## config.mk

```make
export PLATFORM = sky130hd
export DESIGN_NAME = led_scan_ctrl
export DESIGN_NICKNAME = d
export VERILOG_FILES = /design/src/rtl/led_display_pkg.sv /design/src/rtl/hex_to_seg7.sv /design/src/rtl/led_scan_ctrl.sv
export SDC_FILE = /design/constraint.sdc
export NUM_CORES = 1
export LEC_CHECK = 0
export BUFFER_PORTS_ARGS = -buffer_cell sky130_fd_sc_hd__clkbuf_2
export CORE_ASPECT_RATIO = 0.7
export CORE_MARGIN = 4
export CORE_UTILIZATION = 55
export CTS_CLUSTER_SIZE = 10
export DETAILED_ROUTE_END_ITERATION = 8
export GPL_ROUTABILITY_DRIVEN = 0
export GPL_TIMING_DRIVEN = 0
export HOLD_SLACK_MARGIN = 0.12
export PLACE_DENSITY_LB_ADDON = 0.12
export SLEW_MARGIN = 20
export SYNTH_ARGS = -nofsm -noshare
export SYNTH_HDL_FRONTEND = slang
export SYNTH_HIERARCHICAL = 1
export SYNTH_SLANG_ARGS = --single-unit
```

## constraint.sdc

```tcl
create_clock -name clk_50mhz -period 9.3 [get_ports clk_50mhz]
set_input_delay 0.465 -clock clk_50mhz [delete_from_list [all_inputs] [get_ports clk_50mhz]]
set_output_delay 0.465 -clock clk_50mhz [all_outputs]
set_load 0.02 [all_outputs]
```

## src/rtl/led_display_pkg.sv

```systemverilog
// Shared definitions for seven-segment display blocks: scan states, off words
// and the common-anode hex segment table.
package led_display_pkg;

  typedef enum logic [1:0] {
    IDLE,
    SHOW,
    BLANK
  } scan_state_e;

  localparam logic [7:0]  SEG_OFF  = 8'hFF;
  localparam logic [15:0] WORD_OFF = 16'h00FF;

  // Active-low segments, bit7 = dp, bits6..0 = g..a; dp is off in every entry.
  localparam logic [7:0] HEX_SEG_TABLE [16] = '{
    8'hC0, 8'hF9, 8'hA4, 8'hB0, 8'h99, 8'h92, 8'h82, 8'hF8,
    8'h80, 8'h90, 8'h88, 8'h83, 8'hC6, 8'hA1, 8'h86, 8'h8E
  };

endpackage

```

## src/rtl/hex_to_seg7.sv

```systemverilog
// Combinational hex nibble to common-anode seven-segment decode with decimal point.
module hex_to_seg7
  import led_display_pkg::*;
(
  input  logic [3:0] nibble_i,
  input  logic       dp_i,
  output logic [7:0] seg_o
);

  // NOTE: every output of a combinational block gets a default first so no latch is inferred.
  always_comb begin
    seg_o = HEX_SEG_TABLE[nibble_i];
    if (dp_i) seg_o[7] = 1'b0;
  end

endmodule

```

## src/rtl/led_scan_ctrl.sv

```systemverilog
// Multiplexed seven-segment scan controller feeding {sel, seg} words to the
// hc595 serial driver, changing words only on driver frame boundaries.
module led_scan_ctrl
  import led_display_pkg::*;
#(
  parameter int DIGITS       = 8,
  parameter int FRAME_CYCLES = 128,
  parameter int DWELL_FRAMES = 390,
  parameter int BLANK_FRAMES = 1
) (
  input  logic        clk_50mhz,
  input  logic        rst_n,
  input  logic        enable,
  input  logic [31:0] disp_data,
  input  logic [7:0]  dp_mask,
  input  logic [7:0]  digit_en,
  output logic        hc_en,
  output logic [15:0] hc_data,
  output logic        scan_start
);

  localparam int PHASE_W   = (FRAME_CYCLES > 1) ? $clog2(FRAME_CYCLES) : 1;
  localparam int FRAME_MAX = (DWELL_FRAMES > BLANK_FRAMES) ? DWELL_FRAMES : BLANK_FRAMES;
  localparam int FRAME_W   = $clog2(FRAME_MAX + 1);
  localparam int DIGIT_W   = (DIGITS > 1) ? $clog2(DIGITS) : 1;

  localparam logic [PHASE_W-1:0] PHASE_LAST = PHASE_W'(FRAME_CYCLES - 1);
  localparam logic [FRAME_W-1:0] DWELL_LAST = FRAME_W'(DWELL_FRAMES - 1);
  localparam logic [FRAME_W-1:0] BLANK_LAST = FRAME_W'((BLANK_FRAMES > 0) ? BLANK_FRAMES - 1 : 0);
  localparam logic [DIGIT_W-1:0] DIGIT_LAST = DIGIT_W'(DIGITS - 1);

  scan_state_e        state_q, state_d;
  logic [PHASE_W-1:0] phase_q, phase_d;
  logic [FRAME_W-1:0] frame_q, frame_d;
  logic [DIGIT_W-1:0] digit_q, digit_d;
  logic [31:0]        data_q, data_d;
  logic [7:0]         dp_q, dp_d;
  logic [7:0]         den_q, den_d;
  logic               hc_en_q, hc_en_d;
  logic [15:0]        hc_data_q, hc_data_d;
  logic               scan_start_q, scan_start_d;

  // Word for the digit about to be shown; a fresh capture applies on scan start.
  logic               wrap, fresh, frame_end, advance;
  logic [DIGIT_W-1:0] digit_inc, tgt_digit;
  logic [31:0]        src_data;
  logic [7:0]         src_dp, src_den, tgt_sel, tgt_seg;
  logic [3:0]         tgt_nibble;
  logic [15:0]        tgt_word;

  always_comb begin
    wrap       = (digit_q == DIGIT_LAST);
    digit_inc  = wrap ? '0 : digit_q + 1'b1;
    fresh      = (state_q == IDLE) || wrap;
    tgt_digit  = (state_q == IDLE) ? '0 : digit_inc;
    src_data   = fresh ? disp_data : data_q;
    src_dp     = fresh ? dp_mask   : dp_q;
    src_den    = fresh ? digit_en  : den_q;
    tgt_nibble = src_data[{tgt_digit, 2'b00} +: 4];
    tgt_sel    = 8'h01 << tgt_digit;
    tgt_word   = src_den[tgt_digit] ? {tgt_sel, tgt_seg} : {8'h00, SEG_OFF};
  end

  hex_to_seg7 u_hex_to_seg7 (
    .nibble_i (tgt_nibble),
    .dp_i     (src_dp[tgt_digit]),
    .seg_o    (tgt_seg)
  );

  always_comb begin
    state_d      = state_q;
    phase_d      = phase_q;
    frame_d      = frame_q;
    digit_d      = digit_q;
    data_d       = data_q;
    dp_d         = dp_q;
    den_d        = den_q;
    hc_en_d      = hc_en_q;
    hc_data_d    = hc_data_q;
    scan_start_d = 1'b0;
    frame_end    = (phase_q == PHASE_LAST);
    advance      = 1'b0;

    if (!enable) begin
      state_d   = IDLE;
      hc_en_d   = 1'b0;
      hc_data_d = WORD_OFF;
      phase_d   = '0;
      frame_d   = '0;
      digit_d   = '0;
    end else begin
      unique case (state_q)
        IDLE: advance = 1'b1;
        SHOW, BLANK: begin
          phase_d = frame_end ? '0 : phase_q + 1'b1;
          if (frame_end) begin
            if (state_q == SHOW && frame_q == DWELL_LAST) begin
              frame_d = '0;
              if (BLANK_FRAMES > 0) begin
                state_d   = BLANK;
                hc_data_d = WORD_OFF;
              end else begin
                advance = 1'b1;
              end
            end else if (state_q == BLANK && frame_q == BLANK_LAST) begin
              frame_d = '0;
              advance = 1'b1;
            end else begin
              frame_d = frame_q + 1'b1;
            end
          end
        end
        default: state_d = IDLE;
      endcase

      if (advance) begin
        state_d      = SHOW;
        hc_en_d      = 1'b1;
        digit_d      = tgt_digit;
        hc_data_d    = tgt_word;
        scan_start_d = fresh;
        if (fresh) begin
          data_d = disp_data;
          dp_d   = dp_mask;
          den_d  = digit_en;
        end
      end
    end
  end

  // NOTE: sequential state uses non-blocking assignments so all registers update together at the edge.
  always_ff @(posedge clk_50mhz or negedge rst_n) begin
    if (!rst_n) begin
      state_q      <= IDLE;
      phase_q      <= '0;
      frame_q      <= '0;
      digit_q      <= '0;
      data_q       <= '0;
      dp_q         <= '0;
      den_q        <= '0;
      hc_en_q      <= 1'b0;
      hc_data_q    <= WORD_OFF;
      scan_start_q <= 1'b0;
    end else begin
      state_q      <= state_d;
      phase_q      <= phase_d;
      frame_q      <= frame_d;
      digit_q      <= digit_d;
      data_q       <= data_d;
      dp_q         <= dp_d;
      den_q        <= den_d;
      hc_en_q      <= hc_en_d;
      hc_data_q    <= hc_data_d;
      scan_start_q <= scan_start_d;
    end
  end

  assign hc_en      = hc_en_q;
  assign hc_data    = hc_data_q;
  assign scan_start = scan_start_q;

endmodule

```

== Yosys cells after proc, flatten, opt, wreduce, memory -nomap -nowiden ==
Memories as Yosys holds them, arrays and structs flattened.
Cells that the tools add are included.
Operators by class
  add/sub/neg operators: 3
  $lt $le $gt $ge: 2
  eq/ne operators: 14
  shift operators: 2
  multiplexer cells: 42
  bitwise operators: 1
  reductions and logical operators: 10
Operators with widths (count)
  $mux W16: 6
  $mux W9: 5
  $mux W32: 1
  $mux W8: 4
  $shiftx A32 B6 Y4: 1
  $mux W7: 3
  $mux W3: 4
  $mux W1: 11
  $add A9 B1 Y9 const B: 1
  $eq A9 B9 Y1 const B: 1
  $logic_not A9 Y1: 1
  $ne A3 B1 Y1 const B: 3
  $mux W2: 4
  $ne A4 B4 Y1 const B: 2
  $shl A1 B3 Y8 const A: 1
  $add A7 B1 Y7 const B: 1
  $eq A7 B7 Y1 const B: 1
  $bmux W1 S3: 2
  $ne A2 B1 Y1 const B: 3
  $reduce_and A3 Y1: 2
  $ge A5 B5 Y1 const B: 1
  $not A4 Y5: 1
  $lt A3 B4 Y1 const B: 1
  $pmux W2 S2: 1
  other kinds (11): 13
Storage, ports and cells
  register bits: 87
  ROM bits: 128
  input bits: 51
  output and inout bits: 18
  memories kept: 1
Memories
  (name not given): words 16, bits a word 8, rd ports 1, clocked after memory_dff 0, write ports 0, RTL line hex_to_seg7.sv:12  | seg_o = HEX_SEG_TABLE[nibble_i];

== Logic depth before layout (Yosys ltp) ==
Gate-level depths: netlist of run 1.
  depth in word-level cells: 12
  gate-level depth with buffers: 14
  gate-level depth less buffers: 13

== Cells and area by module ==
Netlist of run 1, hierarchy kept.
Modules (own cells, without submodules)
  led_scan_ctrl: times used 1, cells an instance 346, area each 4222.8 µm², seq. area each 2187.1 µm²
  hex_to_seg7: times used 1, cells an instance 34, area each 272.8 µm², seq. area each 0.0 µm²

== Worst setup path after synthesis of run 1 ==
Ideal clock, no wire load.
  path type: reg2reg
  start: register digit_q[0]
  end: register hc_data_q[3] (netlist: hc_data[3])
  setup time: 80 ps
  data arrival time: 3102 ps
  slack: 6118 ps
  cell stages (with the launch flop): 13
  buffers on the path: 1
  cells stage by stage: dfrtp_1 > ha_1 > ha_1 > nor2_1 > clkbuf_1 > nand2_1 > o221a_2 > a21oi_1 > inv_1 > ha_1 > inv_1 > mux4_2 > o22a_1
On the way
  word-level cells in the longest chain between the ends: 11
Ends and longest elaborated chain
  start, declared: RTL line led_scan_ctrl.sv:35  | logic [DIGIT_W-1:0] digit_q, digit_d;
  start signal, assigned: RTL line led_scan_ctrl.sv:148  | digit_q <= digit_d;
  $add A3 B1 Y3 / $eq A3 B3 Y1 (equally long branches): RTL line led_scan_ctrl.sv:53, led_scan_ctrl.sv:52
  $mux W3 / $logic_or A1 B1 Y1 (equally long branches): RTL line led_scan_ctrl.sv:53, led_scan_ctrl.sv:54
  $mux W3 / $mux W32 (equally long branches)
  $shiftx A32 B6 Y4 *: RTL line led_scan_ctrl.sv:59  | tgt_nibble = src_data[{tgt_digit, 2'b00} +: 4];
  via tgt_nibble[0]: RTL line led_scan_ctrl.sv:48  | logic [3:0] tgt_nibble;
  $not A4 Y5 (not written as such) *: RTL line hex_to_seg7.sv:12
  $mem_v2 Z16 W8 *
  $mux W8 (not written as such) * (2 in series): RTL line hex_to_seg7.sv:12
  via tgt_seg[3]: RTL line led_scan_ctrl.sv:47  | logic [7:0] src_dp, src_den, tgt_sel, tgt_seg;
  $mux W16 *: RTL line led_scan_ctrl.sv:61  | tgt_word = src_den[tgt_digit] ? {tgt_sel, tgt_seg} : {8'h00, SEG_OFF};
  $mux W16 *: RTL line led_scan_ctrl.sv:116  | if (advance) begin
  $mux W16 *: RTL line led_scan_ctrl.sv:84  | if (!enable) begin
  end signal, assigned: RTL line led_scan_ctrl.sv:153  | hc_data_q <= hc_data_d;
  end, declared: RTL line led_scan_ctrl.sv:40  | logic [15:0] hc_data_q, hc_data_d;
Mark *: on every way through the listed nets, which the timed path passes. The rest lies on a longest branch. The select of a mux whose other input is x is not followed.
A chain may end at the register's enable or synchronous reset.

== Final worst setup path of run 1 ==
  start: register digit_q[1]
  end: register hc_data_q[3] (netlist: hc_data[3])
The elaborated chain is that of the path after synthesis.

==> results of run 1 <==
registers in the layout, summed over array words and instances, names as in the netlist:
name        flops
state_q         2
digit_q         3
frame_q         9
dp_q            8
scan_start      1
data_q         32
hc_data        16
hc_en           1
den_q           8
phase_q         7
logic make-up (layout without fill, tap and decap cells):
logic type | count (synthesis) | count (layout) | share of synthesized area [%]
AOI/OAI and AO/OA | 79 | 79 | 12.4
xor gates and xnor gates | 4 | 4 | 0.779
adders and majority gates | 17 | 17 | 4.73
and+or+nand+nor | 85 | 85 | 9.91
buffers and inverters | 36 | 120 | 3.59
DFF | 87 | 87 | 48.7
muxes | 72 | 72 | 19.9
worst paths after layout:
| path | from | to | slack [ns] | cells past startpoint |
|---|---|---|---|---|
| setup / recovery | digit_q[1]$_DFFE_PN0P_ | hc_data[3]$_DFFE_PN1P_ | 5.48 | 12 |
| hold / removal | rst_n | frame_q[5]$_DFFE_PN0P_ | 0.16 | 1 |
| setup reg to reg | digit_q[1]$_DFFE_PN0P_ | hc_data[3]$_DFFE_PN1P_ | 5.48 | 12 |
| hold reg to reg | data_q[26]$_DFFE_PN0P_ | data_q[26]$_DFFE_PN0P_ | 0.48 | 1 |
| max in group asynchronous | rst_n | data_q[8]$_DFFE_PN0P_ | 8.66 | 1 |
| min in group clk_50mhz | disp_data[22] | data_q[22]$_DFFE_PN0P_ | 0.33 | 2 |
cell type report:
class,instances,area (sq um)
clock buffer,11,233
timing repair buffer,68,349
tap,101,126
sequential,87,2190
multi-input combinational,257,2150
inverter,16,60.1
fill,638,2640
buffer,20,101
clock inverter,5,58.8
metal layers:
| layer | vias to the layer above | GRT usage [%] | part of all wire (%) |
|---|---|---|---|
| li1 | 1563 | - | - |
| met1 | 1657 | 32.0 | 48 |
| met2 | 99 | 30.5 | 44 |
| met3 | 12 | 6.96 | 7.0 |
| met4 | 0 | 6.43 | 1.1 |
| met5 | - | 0 | 0 |
power by group through the flow:
| stage | registers [mW] | clock network [mW] | logic [mW] |
|---|---|---|---|
| 2_1_floorplan | 0.473 | 0 | 0.127 |
| 3_5_place_dp | 0.477 | 0 | 0.183 |
| 5_1_grt | 0.478 | 0.382 | 0.203 |
| 3_3_place_gp | 0.474 | 0 | 0.176 |
| 6_report | 0.471 | 0.353 | 0.182 |
| 4_1_cts | 0.470 | 0.364 | 0.184 |
stage by stage:
| stage | power, mW | cells | setup slack [ns] |
|---|---|---|---|
| final | 1.01 | 565 | 5.48 |
| after global routing | 1.06 | 565 | 5.16 |
| after CTS | 1.02 | 565 | 5.48 |
| after detailed placement | 0.659 | 549 | 5.49 |
| after global placement | 0.650 | 549 | 5.52 |
| after floorplan | 0.600 | 380 | 6.12 |
synth_stat cells (4+ instances only):
library cell	count
nand2_1	19
mux2_1	9
a21oi_1	13
nor2_1	26
nand2b_1	6
dfstp_2	8
mux2i_1	13
mux2_2	41
and3_1	5
nand3_1	7
buf_2	6
mux4_2	9
dfrtp_1	79
nor3_1	4
a22o_1	7
inv_1	15
o21ai_0	14
o22a_1	8
a31oi_1	4
clkbuf_1	10
ha_1	17
a211oi_1	6
layout by cell type (no fill, tap or decap), types with 7 or more instances in the layout:
cell type	n
a21oi_1	13
a22o_1	7
clkbuf_1	12
clkbuf_16	9
clkbuf_2	67
dfrtp_1	79
dfstp_2	8
ha_1	17
inv_1	15
mux2_1	9
mux2_2	41
mux2i_1	13
mux4_2	9
nand2_1	19
nand3_1	7
nor2_1	26
o21ai_0	14
o22a_1	8
==> results.md, run 1 <==
- Setup Skew: 0.00765 ns
- Die W: 116 microns
- Total of max-cap violations: 0
- Avg Cell Area, Syn: 11.8 sq um
- CP top delay family: compound AO/OA/AOI/OAI gates
- H-tree Lvls: 3
- Slowest cell delay on critical path: 0.48 ns
- Startpoint Class: flip-flop
- Register share of total power: 46.8%
- Ys flop type: dfrtp_1
- Setup TNS: 0 ns
- Yosys synthesis warning count: 6
- Synth area leaders: dfrtp_1 44%, mux2_2 10%, ha_1 4.7%, dfstp_2 4.7%, mux4_2 4.5%
- CTS root buf: clkbuf_16
- Hold Vio Cnt, Final: 0
- Int Power: 741 uW
- Overall routing resource usage: 21.7%
- Crit end category: flip-flop
- Via count: 3,331
- Synthesized flop and latch total: 87
- Fin Hold WS: 0.161 ns
- Share of post-route cells with drive strength above 1: 34.1%
- Die Y: 83.6 microns
- Core area: 0.00791 sq mm
- Fin. max-slew vios: 0
- Final ANT Viol Nets: 0
- Post-synthesis async set-or-reset flop share: 100%
- Combinational Power Share: 18.1%
- Detailed placer's ending HPWL: 7.12 mm
- Largest net degree at the start of global routing: 88
- Dpl cell area: 0.00497 sq mm
- Clock Sinks: 87
- Core Util, Final: 66.6%
- Initial DRC Count: 144
- Leak Pwr: 2.33 nW
- CP Cell Sequence: ha_1 > ha_1 > nor2_1 > clkbuf_1 > nand2_1 > o221a_2 > a21oi_1 > inv_1 > ha_1 > inv_1 > mux4_2 > o22a_1
- Library cells used by synthesis: 56
- Placement Rows: 27
- Starting Density: 56.9%
- Grt ovf: 0
- Slew @ Worst Pin: 0.772 ns
- Vias/cell: 5.90
- Antenna diodes: 0
- Final instance area: 0.00526 sq mm
- Seq/Total Area, Yosys: 48.7%
- Slew HR: 48.5%
- CP Class: flip-flop to flip-flop
- Sw Share: 26.3%
- Worst skew pair latency: 0.34 ns
- Clock buffer depth: 2
- Layout area overhead: 17.1%
- Die ar.: 0.00971 sq mm
- Hold Path Class: primary input to asynchronous set/reset pin
- Synthesized cell area: 0.00450 sq mm
- Post_cts resized: 0
- Power Density: 191 mW/mm^2
- CTS tree: built
- Maximum vdd drop: 0.000141 V
- # IOs: 69
- Post-synth EDFFs: 0
- NumNets Final: 527
- Tcrit/Tclk final: 41.1%
- WL per Instance: 17.2 microns
- Worst Path Required: 9.58 ns
- Most common cell on crit path: ha_1
- CP Max Fanout: 10
- Mapped Cells: 380
- DR pass1 iterations: 4
- F_max: 0.262 GHz
- RSZ-0062 raised after global routing: false
- # setup viols final: 0
- Net switching power: 265 uW
- First-pass GRT wire length: 16.5 mm
- Clock Pin Slew Worst Setup and Hold Paths: 0.06 ns
- Vias in the first global route: 3,289
- PortBufs: 68
- Synthesized Nets: 448
- Tmin final: 3.82 ns
- Slowest cell on the critical path: clkbuf_1
- Post-synth top area cell: dfrtp_1
- Clock share of power: 35.1%
- TritonCTS buffer count: 9
- DRC errors left: 0
- Worst EP arrival: 4.10 ns
- Setup Fix Bufs, Post-CTS: 0
- Crit path buffers/inverters: 3
- Top cell type's share of synthesized area: 44.0%
- Hold buffers post-CTS: 0
- Final WL: 9.73 mm
- Initial antenna violation count: 0
- Status: completed
Power figures use the tool's default switching activity.
==> run 2: changes to the inputs <==
==> constraint.sdc (replaced) <==
create_clock -name clk_50mhz -period 3.7 [get_ports clk_50mhz]
set_input_delay 0.185 -clock clk_50mhz [delete_from_list [all_inputs] [get_ports clk_50mhz]]
set_output_delay 0.185 -clock clk_50mhz [all_outputs]
set_load 0.02 [all_outputs]
==> results.md, run 2 (same netlist as run 1, synthesis figures left out) <==
- PortBufs: 68 (unchanged)
- Detailed placer's ending HPWL: 7.12 mm (unchanged)
- DRC errors left: 0 (unchanged)
- RSZ-0062 raised after global routing: false
- Final WS setup: 0.296 ns (-5.18 ns)
- Most frequent cells in the layout: 79 x dfrtp_1, 69 x clkbuf_2, 48 x dlygate4sd3_1
- Register name with the most flops: data_q
- Setup Skew: 0.00836 ns (+0.000711 ns)
- Placement Rows: 27 (unchanged)
- Clock Sinks: 87 (unchanged)
- Hold Path Class: primary input to flip-flop
- Die Y: 83.6 microns (unchanged)
- Grt met2 use: 34.3% (+3.8 points)
- Combinational Power Share: 19.5% (+1.4 points)
- Slew @ Worst Pin: 0.768 ns (-0.00406 ns)
- Layout area overhead: 27.9%
- Worst skew pair latency: 0.35 ns (about the same)
- WL per Instance: 17.0 microns (-1.0%)
- Fin Hold WS: 0.135 ns (-0.0264 ns)
- NumNets Final: 574 (+8.9%)
- Antenna diodes: 0 (unchanged)
- Dpl ws: -0.114 ns (-5.60 ns)
- CTS root buf: clkbuf_16
- Grt ovf: 0 (unchanged)
- Crit end category: flip-flop
- Vias/cell: 5.74 (-2.6%)
- Power Density: 448 mW/mm^2 (+130%)
- CP Class: flip-flop to flip-flop
- Maximum vdd drop: 0.000384 V (+170%)
- Most common cell on crit path: ha_1
- Worst EP arrival: 3.68 ns (-0.42 ns)
- Most common cell after layout, fill and taps aside: dfrtp_1
- Met3 usage: 6.30% (-0.65 points)
- Setup Fix Bufs, Post-CTS: 0 (unchanged)
- Initial DRC Count: 200 (+39%)
- Fillers: 566 (-11%)
- Non-Filler Instances: 612 (+8.3%)
- Vias in the first global route: 3,536 (+7.5%)
- Crit path buffers/inverters: 3 (unchanged)
- DR pass1 iterations: 4 (unchanged)
- # setup viols final: 0 (unchanged)
- Worst Path Required: 3.98 ns (-5.60 ns)
- Final ANT Viol Nets: 0 (unchanged)
- # IOs: 69 (unchanged)
- Leak Pwr: 2.54 nW (+9.0%)
- Clock share of power: 34.6% (-0.5 points)
- Core area: 0.00791 sq mm (unchanged)
- Slowest cell delay on critical path: 0.45 ns (-0.03 ns)
- First-pass GRT wire length: 17.7 mm (+7.1%)
- TritonCTS buffer count: 9 (unchanged)
- Clock buffer depth: 2 (unchanged)
- Overall routing resource usage: 23.2% (+1.6 points)
- F_max: 0.294 GHz (+12%)
- Initial antenna violation count: 0 (unchanged)
- Final WL: 10.4 mm (+7.2%)
- CTS tree: built
- CP Max Fanout: 10 (unchanged)
- Register share of total power: 45.9% (-0.9 points)
- Sw Share: 26.5% (+0.14 points)
- Net switching power: 682 uW (+160%)
- Slew HR: 48.8% (+0.27 points)
- Clock Pin Slew Worst Setup and Hold Paths: 0.06 ns (about the same)
- Via count: 3,513 (+5.5%)
- Hold Vio Cnt, Final: 0 (unchanged)
- CP top delay family: simple AND/OR/NAND/NOR gates
- Share of post-route cells with drive strength above 1: 31.7% (-2.3 points)
- CP Cell Sequence: ha_1 > ha_1 > or2_2 > clkbuf_1 > nor3_2 > nand2_1 > a21oi_2 > inv_1 > ha_1 > inv_1 > mux4_2 > o22a_1
- Top Usage Layer GRT: met2
- Met1 global-route usage: 33.6% (+1.6 points)
- Total of max-cap violations: 0 (unchanged)
- Int Power: 1.90 mW (+160%)
- Die ar.: 0.00971 sq mm (unchanged)
- Starting Density: 56.9% (unchanged)
- Max reg flops: 32 (unchanged)
- Largest net degree at the start of global routing: 88 (unchanged)
- Tmin final: 3.40 ns (-0.417 ns)
- Slowest cell on the critical path: mux4_2
- H-tree Lvls: 3 (unchanged)
- Tcrit/Tclk final: 92.0% (+51 points)
- Fin. max-slew vios: 0 (unchanged)
- Status: completed
- Startpoint Class: flip-flop
- Die W: 116 microns (unchanged)
- Post-placement cell count: 549 (unchanged)
==> run 2: layer usage <==
layer | share of wire (%) | vias up
met2 | 46 | 92
met4 | 0.69 | 0
met3 | 5.8 | 6
met5 | 0 | -
met1 | 47 | 1760
li1 | - | 1655
==> run 2: worst register-to-register path: cells and delay by family, from the launching register on <==
family | cells | cell delay [ns]
multiplexers | 1 | 0.45
adder cells (fa/ha/maj) | 3 | 0.77
AO/OA/AOI/OAI | 2 | 0.47
AND/OR/NAND/NOR | 3 | 0.79
flip-flops | 1 | 0.39
buffers and inverters | 3 | 0.48
==> run 2: final timing paths <==
kind | startpoint | slack [ns] | cells after the start | to
worst max-delay path | digit_q[1]$_DFFE_PN0P_ | 0.30 | 12 | hc_data[3]$_DFFE_PN1P_
worst min-delay path | digit_en[0] | 0.13 | 2 | den_q[0]$_DFFE_PN0P_
worst max register to register | digit_q[1]$_DFFE_PN0P_ | 0.30 | 12 | hc_data[3]$_DFFE_PN1P_
worst min register to register | data_q[26]$_DFFE_PN0P_ | 0.49 | 1 | data_q[26]$_DFFE_PN0P_
max in group asynchronous | rst_n | 2.74 | 2 | data_q[26]$_DFFE_PN0P_
min in group asynchronous | rst_n | 0.43 | 2 | frame_q[5]$_DFFE_PN0P_
==> run 2: area by class of cell <==
cell class	instances	area [sq um]	share of cell area, %
Timing Repair Buffer	116	830	14.4
Multi-Input combinational cell	257	2160	37.5
Buffer	19	100	1.74
Tap cell	101	126	2.20
Inverter	16	60.1	1.04
Clock inverter	5	58.8	1.02
Clock buffer	11	233	4.05
Sequential cell	87	2190	38.0
==> run 2: metrics by stage <==
stage,utilization [%],setup TNS (ns),area [sq um],power [mW]
floorplan,-,0,4500,1.51
global placement,62.8,-0.0796,4960,1.63
detailed placement,62.9,-0.128,4970,1.66
CTS,72.7,0,5750,2.60
global route,72.7,0,5750,2.71
finish,72.7,0,5750,2.58
==> run 2: repair_timing <==
action,4_1_cts,5_1_grt
hold buffers,48,0
gates resized for setup,3,1
hold endpoints to repair,126,0
endpoints found under the setup margin,2,2
==> run 2: power by group through the flow <==
| stage | Sequential (mW) | Clock (mW) | Combinational [mW] |
|---|---|---|---|
| after floorplan | 1.19 | 0 | 0.319 |
| after global placement | 1.19 | 0 | 0.444 |
| after detailed placement | 1.20 | 0 | 0.459 |
| after CTS | 1.18 | 0.915 | 0.502 |
| after global routing | 1.20 | 0.955 | 0.557 |
| final | 1.18 | 0.891 | 0.504 |
==> run 3: changes to the inputs <==
--- a/config.mk
+++ b/config.mk
@@ -8,13 +8,14 @@
 export BUFFER_PORTS_ARGS = -buffer_cell sky130_fd_sc_hd__clkbuf_2
 export CORE_ASPECT_RATIO = 0.7
 export CORE_MARGIN = 4
-export CORE_UTILIZATION = 55
+export CORE_UTILIZATION = 51
 export CTS_CLUSTER_SIZE = 10
 export DETAILED_ROUTE_END_ITERATION = 8
 export GPL_ROUTABILITY_DRIVEN = 0
 export GPL_TIMING_DRIVEN = 0
 export HOLD_SLACK_MARGIN = 0.12
 export PLACE_DENSITY_LB_ADDON = 0.12
+export REMOVE_ABC_BUFFERS = 1
 export SLEW_MARGIN = 20
 export SYNTH_ARGS = -nofsm -noshare
 export SYNTH_HDL_FRONTEND = slang
==> constraint.sdc (replaced) <==
create_clock -name clk_50mhz -period 3.1 [get_ports clk_50mhz]
set_input_delay 0.155 -clock clk_50mhz [delete_from_list [all_inputs] [get_ports clk_50mhz]]
set_output_delay 0.155 -clock clk_50mhz [all_outputs]
set_load 0.02 [all_outputs]
==> results.md, run 3 (same netlist as run 1, synthesis figures left out) <==
- Worst skew pair latency: 0.34 ns (about the same)
- Total of max-cap violations: 0 (unchanged)
- Worst r2r path cells: 12 (unchanged)
- Starting Density: 52.8% (-4.1 points)
- Hold Vio Cnt, Final: 0 (unchanged)
- Slew @ Worst Pin: 0.785 ns (+0.0162 ns)
- CP Max Fanout: 11 (+1)
- Initial antenna violation count: 0 (unchanged)
- Min-delay src: enable
- Capture point of the worst reg-to-reg path: hc_data[3]$_DFFE_PN1P_
- Int Power: 2.27 mW (+20%)
- # IOs: 69 (unchanged)
- Net switching power: 786 uW (+15%)
- Detailed placer's ending HPWL: 6.84 mm (-4.0%)
- Tcrit/Tclk final: 95.8% (+3.8 points)
- Launch point of the worst reg-to-reg path: digit_q[0]$_DFFE_PN0P_
- Hold EP: digit_q[1]$_DFFE_PN0P_
- PortBufs: 68 (unchanged)
- Most common cell after layout, fill and taps aside: dfrtp_1
- TritonCTS buffer count: 9 (unchanged)
- Die Y: 86.6 microns (+3.5%)
- Worst R2R Setup Slack: 0.13 ns (-0.16 ns)
- CTS root buf: clkbuf_16
- Status: completed
- Die ar.: 0.0104 sq mm (+7.2%)
- Grt ovf: 0 (unchanged)
- Initial DRC Count: 194 (-3.0%)
- Clock buffer depth: 2 (unchanged)
- Startpoint Class: flip-flop
- Largest net degree at the start of global routing: 88 (unchanged)
- Final ANT Viol Nets: 0 (unchanged)
- CP Cell Sequence: ha_4 > ha_2 > or2_4 > nor2_1 > a31oi_1 > o221a_2 > a21oi_4 > inv_1 > ha_1 > inv_1 > mux4_2 > o22a_1
- Die W: 120 microns (+3.6%)
- DR pass1 iterations: 4 (unchanged)
- Via count: 3,440 (-2.1%)
- H-tree Lvls: 3 (unchanged)
- CP Class: flip-flop to flip-flop
- Crit end category: flip-flop
- Overall routing resource usage: 22.2% (-1.1 points)
- Layout area overhead: 31.1%
- Hold Path Stages: 3 (+1)
- Worst Path Required: 3.37 ns (-0.61 ns)
- Dpl ws: -1.31 ns (-1.20 ns)
- Slowest cell on the critical path: dfrtp_4
- Slowest cell delay on critical path: 0.49 ns (+0.04 ns)
- Sw Share: 25.7% (-0.75 points)
- Final WL: 10.6 mm (+1.1%)
- Max reg flops: 32 (unchanged)
- Hold Path Class: primary input to flip-flop
- CTS tree: built
- Clock share of power: 33.3% (-1.3 points)
- Register name with the most flops: data_q
- Clock Sinks: 87 (unchanged)
- Tmin final: 2.97 ns (-0.435 ns)
- Worst EP arrival: 3.24 ns (-0.44 ns)
- Fin Hold WS: 0.303 ns (+0.168 ns)
- Pwr Total: 3.06 mW (+19%)
- Clock Pin Slew Worst Setup and Hold Paths: 0.06 ns (about the same)
- Most common cell on crit path: inv_1
- Vias in the first global route: 3,594 (+1.6%)
- First-pass GRT wire length: 18.0 mm (+1.5%)
- Setup TNS: 0 ns (unchanged)
- NumNets Final: 571 (-0.52%)
- Fin. max-slew vios: 0 (unchanged)
- Maximum vdd drop: 0.000393 V (+2.3%)
- Placement Rows: 28 (+3.7%)
- Combinational Power Share: 20.5% (+1.0 points)
- Antenna diodes: 0 (unchanged)
- Final WS setup: 0.131 ns (-0.165 ns)
- # setup viols final: 0 (unchanged)
- Power Density: 519 mW/mm^2 (+16%)
- Register share of total power: 46.2% (+0.3 points)
- Most frequent cells in the layout: 78 x dfrtp_1, 67 x clkbuf_2, 49 x dlygate4sd3_1
- Share of post-route cells with drive strength above 1: 33.9% (+2.2 points)
- Setup Skew: 0.00281 ns (-0.00555 ns)
- WL per Instance: 16.8 microns (-1.4%)
- F_max: 0.337 GHz (+15%)
- Core area: 0.00851 sq mm (+7.7%)
- Slew HR: 47.7% (-1.1 points)
- Leak Pwr: 2.57 nW (+1.1%)
- DRC errors left: 0 (unchanged)
- Vias/cell: 5.48 (-4.6%)
run 3: cell count changes in the layout (fill, tap and decap cells not counted), moves of 2 or more:
cell / previous run / this run
clkinvlp_4: 2 / 0
clkbuf_2: 69 / 67
clkbuf_1: 10 / 4
buf_4: 1 / 11
buf_2: 6 / 0
a21oi_4: 0 / 2
ha_1: 17 / 15
clkbuf_8: 1 / 4
run 3: routing by layer:
metal	track usage, %	share of wire, %	wire [microns]
met5	0	0	0
met4	8.85	2.2	232
met3	5.02	4.7	493
met2	35.4	48	5070
met1	29.9	45	4760
run 3: worst max path at each step:
stage,start,endpoint,slack [ns]
finish,digit_q[0]$_DFFE_PN0P_,hc_data[3]$_DFFE_PN1P_,0.13
global placement,digit_q[0]$_DFFE_PN0P_,data_q[1]$_DFFE_PN0P_,-2.26
CTS,digit_q[0]$_DFFE_PN0P_,hc_data[3]$_DFFE_PN1P_,0.02
global route,digit_q[0]$_DFFE_PN0P_,hc_data[3]$_DFFE_PN1P_,-0.008
detailed placement,digit_q[0]$_DFFE_PN0P_,hc_data[3]$_DFFE_PN1P_,-1.31
floorplan,digit_q[0]$_DFFE_PN0P_,data_q[0]$_DFFE_PN0P_,-0.98
run 3: through the flow:
step	area [sq um]	util, %	cells
floorplan	4390	-	360
global placement	4880	57.4	548
detailed placement	4950	58.2	551
CTS	5810	68.3	621
global route	5890	69.2	628
finish	5890	69.2	628
run 3: power groups by stage:
stage,Combinational (mW),Sequential (mW),Clock [mW]
after floorplan,0.369,1.42,0
final,0.628,1.41,1.02
after global placement,0.519,1.42,0
after detailed placement,0.547,1.43,0
after global routing,0.697,1.43,1.09
after CTS,0.614,1.41,1.05
run 3: what timing repair did:
item                                    CTS  global route
resized for setup                        11             2
setup buffers                             5             7
pin swaps                                 1             2
hold buffers                             49             0
endpoints found under the setup margin    9            30
endpoints found under the hold margin   127             0
run 3: critical path: cells and delay by family (launching register included):
family / cells / cell delay [ns]
adder cells (fa/ha/maj): 3 / 0.68
AO/OA/AOI/OAI: 4 / 0.65
flip-flops: 1 / 0.49
AND/OR/NAND/NOR: 2 / 0.46
multiplexers: 1 / 0.45
buffers and inverters: 2 / 0.16
run 3: area by class of cell:
class	count	area (sq um)
fill	631	2620
multi-input combinational	257	2220
sequential	87	2190
timing repair buffer	132	987
clock buffer	16	282
tap	120	150
inverter	16	60.1
